[src/rtl/ps2_pkg.sv]
// Shared PS/2 definitions: transmitter state encoding, host command bytes and default cycle budgets.
package ps2_pkg;

   localparam int PS2_CNT_W          = 20;
   localparam int PS2_INHIBIT_CYCLES = 5000;    // 100 us at 50 MHz
   localparam int PS2_TIMEOUT_CYCLES = 750000;  // 15 ms at 50 MHz

   localparam logic [7:0] PS2_CMD_SET_LED = 8'hED;
   localparam logic [7:0] PS2_CMD_RESET   = 8'hFF;
   localparam logic [7:0] PS2_CMD_ENABLE  = 8'hF4;

   typedef logic [2:0] ps2_tx_state_t;

   localparam ps2_tx_state_t S_TX_IDLE    = 3'd0;
   localparam ps2_tx_state_t S_TX_INHIBIT = 3'd1;
   localparam ps2_tx_state_t S_TX_REQUEST = 3'd2;
   localparam ps2_tx_state_t S_TX_DATA    = 3'd3;
   localparam ps2_tx_state_t S_TX_PARITY  = 3'd4;
   localparam ps2_tx_state_t S_TX_STOP    = 3'd5;
   localparam ps2_tx_state_t S_TX_ACK     = 3'd6;

   function automatic logic ps2_odd_parity(input logic [7:0] b);
      return ~^b;
   endfunction

endpackage

[src/rtl/ps2_line_sync.sv]
// Two-flop synchronizers for the raw PS/2 clock and data lines plus a clock falling-edge strobe.
// Shared by the transmit and receive paths; lines reset to their idle-high level so no false edge appears.
module ps2_line_sync (
   input  logic clk_i,
   input  logic rst_ni,
   input  logic ps2_clock_i,
   input  logic ps2_data_i,
   output logic data_sync_o,
   output logic fall_o
);

   logic clock_meta_q, clock_sync_q, clock_buf_q;
   logic data_meta_q, data_sync_q;

   always_ff @(posedge clk_i or negedge rst_ni) begin
      if (!rst_ni) begin
         clock_meta_q <= 1'b1;
         clock_sync_q <= 1'b1;
         clock_buf_q  <= 1'b1;
         data_meta_q  <= 1'b1;
         data_sync_q  <= 1'b1;
      end else begin
         clock_meta_q <= ps2_clock_i;
         clock_sync_q <= clock_meta_q;
         clock_buf_q  <= clock_sync_q;
         data_meta_q  <= ps2_data_i;
         data_sync_q  <= data_meta_q;
      end
   end

   assign data_sync_o = data_sync_q;
   assign fall_o      = ~clock_sync_q & clock_buf_q;

endmodule

[src/rtl/ps2_transmitter.sv]
// PS/2 host-to-device command transmitter: clock inhibit, request-to-send, then 11-bit frame on device clock falls.
// Define PS2_TX_ACK_CHECK_EN to sample the device acknowledge bit after the stop bit.
module ps2_transmitter
   import ps2_pkg::*;
#(
   parameter int INHIBIT_CYCLES = PS2_INHIBIT_CYCLES,
   parameter int TIMEOUT_CYCLES = PS2_TIMEOUT_CYCLES
) (
   input  logic       Clock_50,
   input  logic       Resetn,
   input  logic       PS2_clock,
   input  logic       PS2_data,
   input  logic [7:0] TX_data,
   input  logic       TX_start,
   output logic       TX_busy,
   output logic       TX_done,
   output logic       TX_error,
   output logic       PS2_clock_drive_low,
   output logic       PS2_data_drive_low
);

   localparam logic [PS2_CNT_W-1:0] INH_LAST = PS2_CNT_W'(INHIBIT_CYCLES - 1);
   localparam logic [PS2_CNT_W-1:0] TO_LAST  = PS2_CNT_W'(TIMEOUT_CYCLES - 1);
   localparam logic [PS2_CNT_W-1:0] CNT_MAX  = '1;

   ps2_tx_state_t        state_q, state_d;
   logic [7:0]           shift_q, shift_d;
   logic                 parity_q, parity_d;
   logic [2:0]           bit_cnt_q, bit_cnt_d;
   logic [PS2_CNT_W-1:0] cnt_q, cnt_d, cnt_inc;
   logic                 busy_q, busy_d;
   logic                 done_q, done_d;
   logic                 err_q, err_d;
   logic                 clk_drv_q, clk_drv_d;
   logic                 data_drv_q, data_drv_d;
   logic                 fall, data_sync, timeout;

   ps2_line_sync u_line_sync (
      .clk_i       (Clock_50),
      .rst_ni      (Resetn),
      .ps2_clock_i (PS2_clock),
      .ps2_data_i  (PS2_data),
      .data_sync_o (data_sync),
      .fall_o      (fall)
   );

`ifndef PS2_TX_ACK_CHECK_EN
   logic unused_data_sync;
   assign unused_data_sync = data_sync;
`endif

   assign cnt_inc = (cnt_q == CNT_MAX) ? cnt_q : cnt_q + 1'b1;
   // Registered done is one cycle after the reaching count, so TX_done lands TIMEOUT_CYCLES after clock release.
   assign timeout = (cnt_q >= TO_LAST);

   always_comb begin
      state_d    = state_q;
      shift_d    = shift_q;
      parity_d   = parity_q;
      bit_cnt_d  = bit_cnt_q;
      cnt_d      = cnt_inc;
      busy_d     = busy_q;
      done_d     = 1'b0;
      err_d      = err_q;
      clk_drv_d  = clk_drv_q;
      data_drv_d = data_drv_q;

      case (state_q)
         S_TX_IDLE: begin
            cnt_d = '0;
            // A request landing on the done cycle is dropped so completion and acceptance never overlap.
            if (TX_start && !done_q) begin
               shift_d   = TX_data;
               parity_d  = ps2_odd_parity(TX_data);
               err_d     = 1'b0;
               clk_drv_d = 1'b1;
               busy_d    = 1'b1;
               state_d   = S_TX_INHIBIT;
            end
         end
         S_TX_INHIBIT: begin
            if (cnt_q == INH_LAST) begin
               data_drv_d = 1'b1;
               cnt_d      = '0;
               state_d    = S_TX_REQUEST;
            end
         end
         S_TX_REQUEST: begin
            clk_drv_d = 1'b0;
            bit_cnt_d = '0;
            cnt_d     = '0;
            state_d   = S_TX_DATA;
         end
         default: begin
            if (timeout) begin
               clk_drv_d  = 1'b0;
               data_drv_d = 1'b0;
               err_d      = 1'b1;
               done_d     = 1'b1;
               busy_d     = 1'b0;
               state_d    = S_TX_IDLE;
            end else if (fall) begin
               case (state_q)
                  S_TX_DATA: begin
                     data_drv_d = ~shift_q[0];
                     shift_d    = {1'b0, shift_q[7:1]};
                     bit_cnt_d  = bit_cnt_q + 1'b1;
                     if (bit_cnt_q == 3'd7) state_d = S_TX_PARITY;
                  end
                  S_TX_PARITY: begin
                     data_drv_d = ~parity_q;
                     state_d    = S_TX_STOP;
                  end
                  S_TX_STOP: begin
                     data_drv_d = 1'b0;
`ifdef PS2_TX_ACK_CHECK_EN
                     state_d    = S_TX_ACK;
`else
                     done_d     = 1'b1;
                     busy_d     = 1'b0;
                     state_d    = S_TX_IDLE;
`endif
                  end
`ifdef PS2_TX_ACK_CHECK_EN
                  S_TX_ACK: begin
                     err_d   = data_sync;
                     done_d  = 1'b1;
                     busy_d  = 1'b0;
                     state_d = S_TX_IDLE;
                  end
`endif
                  default: begin
                     clk_drv_d  = 1'b0;
                     data_drv_d = 1'b0;
                     busy_d     = 1'b0;
                     state_d    = S_TX_IDLE;
                  end
               endcase
            end
         end
      endcase
   end

   always_ff @(posedge Clock_50 or negedge Resetn) begin
      if (!Resetn) begin
         state_q    <= S_TX_IDLE;
         shift_q    <= 8'd0;
         parity_q   <= 1'b0;
         bit_cnt_q  <= 3'd0;
         cnt_q      <= '0;
         busy_q     <= 1'b0;
         done_q     <= 1'b0;
         err_q      <= 1'b0;
         clk_drv_q  <= 1'b0;
         data_drv_q <= 1'b0;
      end else begin
         state_q    <= state_d;
         shift_q    <= shift_d;
         parity_q   <= parity_d;
         bit_cnt_q  <= bit_cnt_d;
         cnt_q      <= cnt_d;
         busy_q     <= busy_d;
         done_q     <= done_d;
         err_q      <= err_d;
         clk_drv_q  <= clk_drv_d;
         data_drv_q <= data_drv_d;
      end
   end

   assign TX_busy             = busy_q;
   assign TX_done             = done_q;
   assign TX_error            = err_q;
   assign PS2_clock_drive_low = clk_drv_q;
   assign PS2_data_drive_low  = data_drv_q;

endmodule

[config.mk]
export PLATFORM = sky130hd
export DESIGN_NAME = ps2_transmitter
export DESIGN_NICKNAME = d
export VERILOG_FILES = /design/src/rtl/ps2_pkg.sv /design/src/rtl/ps2_line_sync.sv /design/src/rtl/ps2_transmitter.sv
export SDC_FILE = /design/constraint.sdc
export NUM_CORES = 1
export LEC_CHECK = 0
export BUFFER_PORTS_ARGS = -buffer_cell sky130_fd_sc_hd__buf_2
export CORE_ASPECT_RATIO = 0.5
export CORE_UTILIZATION = 45
export DETAILED_ROUTE_END_ITERATION = 10
export PLACE_DENSITY = 0.67
export SETUP_SLACK_MARGIN = 0.2
export SKIP_LAST_GASP = 1
export SLEW_MARGIN = 25
export SYNTH_ARGS = -nofsm -noshare
export SYNTH_HDL_FRONTEND = slang
export SYNTH_SLANG_ARGS = --single-unit
[constraint.sdc]
create_clock -name Clock_50 -period 1.93 [get_ports Clock_50]
set_input_delay 0.386 -clock Clock_50 [delete_from_list [all_inputs] [get_ports Clock_50]]
set_output_delay 0.386 -clock Clock_50 [all_outputs]
set_load 0.005 [all_outputs]
==> impl_metrics.csv <==
group,metric,value,unit
run,drv_cap,0,
routing,drt_pre_antenna_iters,4,
grt,grt_pass1_vias,2138,
synth,synth_edf_count,0,
timing,setup_viol,0,
grt,grt_pass1_wl,10.4,mm
timing,fin_skew,0.00599,ns
finish,fill_cells,382,
finish,syn2layout_area_growth,31.3,%
worst_setup_path,crit_fanout,8,
synth,synth-seq-cells,43,
synth,ys_seq_area_share,42.7,%
synth,synthTopCellsByArea,"dfrtp_1 (40%), xor2_1 (4.2%), nor2_1 (3.6%)",
finish,multi_input_area,1560,µm²
power_and_ir_drop,power.total,1840,µW
die,rows,18,
synth,synth_area_leader_cell,"dfrtp_1",
worst_setup_path,worstPathRequired,2.12,ns
timing,fin_crit,1.87,ns
die,die_h,55.0,µm
power_and_ir_drop,ir_worst_vdd,0.295,mV
routing,dr_total_vias,2317,
timing,worstMarginPinSlew,0.559,ns
clock_network,cts_buffer_depth,2,
synth,netlist_area,2530,µm²
routing,drtAntennaViolNets,0,
synth,ys.flop_type,"dfrtp_1",
worst_setup_path,end_kind,"register",
die,io_pins,18,
power_and_ir_drop,power.density,554,nW/µm²
timing,hold_viol,0,
place,io_buffer_count,16,
worst_setup_path,worst_setup_path_start_kind,"register",
place,hpwl,4.21,mm
clock_network,clock_latency,0.30,ns
clock_network,clock_sinks,43,
place,gp_congestion,0.912,
worst_setup_path,crit_arrival,2.07,ns
timing,holdWs,0.0629,ns
grt,grt_max_degree,23,
routing,drc_errors,0,
worst_setup_path,crit_slowest_cell,"dfrtp_1",
timing,rsz0062_at_grt,"true",
routing,routed_via_density,6.08,
timing,fin_crit_sh,97.1,%
clock_network,cts_tree,"done",
worst_setup_path,cp_cell_sequence,"nor3_4 -> o2111ai_2 -> o211a_4 -> or3_4 -> o221a_1",
synth,synthCells,264,
timing,slew_headroom,62.8,%
synth,synth_top_cells_by_count,"dfrtp_1 (40), nor2_1 (24), nand2_1 (17), xor2_1 (12)",
power_and_ir_drop,p_leak,0.00146,µW
die,fp.dieW,108,µm
clock_network,cts_hold_buffers,0,
routing,wire_per_inst,17.1,µm
die,coreArea,5160,µm²
finish,antenna_cells,0,
clock_network,cts_made_buffers,5,
status,status,"finished, final reports clean",
clock_network,root_buffer,"clkbuf_8",
finish,final-seq-area,1090,µm²
clock_network,clk_pin_slew,0.09,ns
synth,synth_fp_nets,280,
finish,nets,326,
timing,fin_tns_setup,0,ns
grt,gr-usage-all-layers,23.5,%
grt,antenna_found_initial,0,
worst_setup_path,critical_path_class,"register to register",
worst_setup_path,cpPeakStageDelay,0.42,ns
grt,grt_overflow,0,
synth,synth_warnings,0,
die,start_util,49.0,%
synth,synth_top_area_share,39.6,%
synth,synth.avg_cell_area,9.58,µm²
die,dieArea,5940,µm²
timing,drv_slew,0,
synth,synth.most_common_cell,"dfrtp_1",
routing,drt_iter0_drc,187,
worst_hold_path,hp-class,"input pin to async pin",
routing,finalWirelength,6.50,mm
clock_network,cts-htree-levels,2,
synth,async_flop_share,100,%
synth,synth.distinct_cells,56,
timing,timing.fmax,533,MHz
finish,layout-drive-gt1-share,38.6,%
-- cell families after synthesis --
logic type               synth area share [%]
AND/OR/NAND/NOR                          24.0
multiplexers                             1.19
XOR/XNOR                                 6.58
adder cells (fa/ha/maj)                  1.48
flip-flops                               42.7
buffers and inverters                    4.75
AO/OA/AOI/OAI                            19.2
-- flip-flops by register name, summed over array words and instances, names as in the netlist --
| name | cells |
|---|---|
| PS2_clock_drive_low | 1 |
| PS2_data_drive_low | 1 |
| TX_busy | 1 |
| TX_done | 1 |
| TX_error | 1 |
| bit_cnt_q | 3 |
| cnt_q | 20 |
| parity_q | 1 |
| shift_q | 8 |
| state_q | 3 |
| u_line_sync.clock_buf_q | 1 |
| u_line_sync.clock_meta_q | 1 |
| u_line_sync.clock_sync_q | 1 |
-- layout by cell type, fill, tap and decap left out, drive strengths merged, types with 2 or more instances in the layout --
cell type  count
xnor2          7
o221a          7
or2            3
xor2          12
a21oi          8
nor3           8
nand2         17
inv            5
nand3b         2
or3            8
ha             3
nor4           3
and4           2
bufinv         2
nand2b         6
mux2i          3
o22a           3
o21ai         11
and3           9
nor4bb         2
dfrtp         40
nand4          5
buf           56
nand3         11
or4            3
a31oi          3
a21o           3
clkbuf         6
nor2          26
dfstp          3
nor2b          2
a221oi         2
o2111ai        4
o211ai        11
o31ai          3
-- per-stage QoR --
stage	instances	instance area, µm²	worst slack [ns]	util, %
floorplan	264	2550	0.0415	-
global placement	357	2810	-0.00833	54.6
detailed placement	357	2810	-0.0368	54.6
CTS	375	3170	0.0287	61.5
global route	381	3320	-0.0380	64.4
finish	381	3320	0.0551	64.4
-- worst max-delay path, delay by kind of cell, from the launching register on --
family	cells	cell delay [ns]
AO/OA/AOI/OAI	3	0.70
flip-flops	1	0.42
AND/OR/NAND/NOR	2	0.64
-- routing by layer --
layer	track usage [%]	vias up	part of all wire (%)
met5	0	-	0
met4	8.45	0	1.6
met3	5.62	18	4.0
met2	41.8	69	48
met1	28.7	1154	46
li1	-	1076	-
-- worst paths after layout --
check	startpoint	end	slack (ns)	depth (start not counted)
worst max-delay path	cnt_q[18]	shift_q[0]	0.06	5
worst min-delay path	Resetn	cnt_q[9]	0.06	1
worst max register to register	cnt_q[18]	shift_q[0]	0.06	5
worst min register to register	u_line_sync.clock_meta_q	u_line_sync.clock_sync_q	0.35	0
max in group asynchronous	Resetn	u_line_sync.clock_meta_q	1.27	2
min in group Clock_50	PS2_clock	u_line_sync.clock_meta_q	0.18	1
-- area by class of cell --
type                       instances  share of cell area [%]
clock buffer                       6                    2.19
tap                               70                    2.64
inverter                           5                   0.565
sequential                        43                    32.7
clock inverter                     2                    1.81
multi-input combinational        199                    47.1
timing repair buffer              56                    13.0
-- power breakdown --
part           internal [µW]  leakage, µW  switching, µW
clock                    518    0.0000654            331
combinational           34.0     0.000829           48.3
sequential               906     0.000565           1.33
total                   1460      0.00146            381
-- what timing repair did --
action                                  CTS  global route
buffers inserted                          6             5
resized for setup                        37            24
endpoints found under the setup margin   37            39
hold endpoints to repair                  0             0
pin swaps                                24            12
gates cloned                              4             1
No activity file was read; power rests on OpenSTA's default activity.
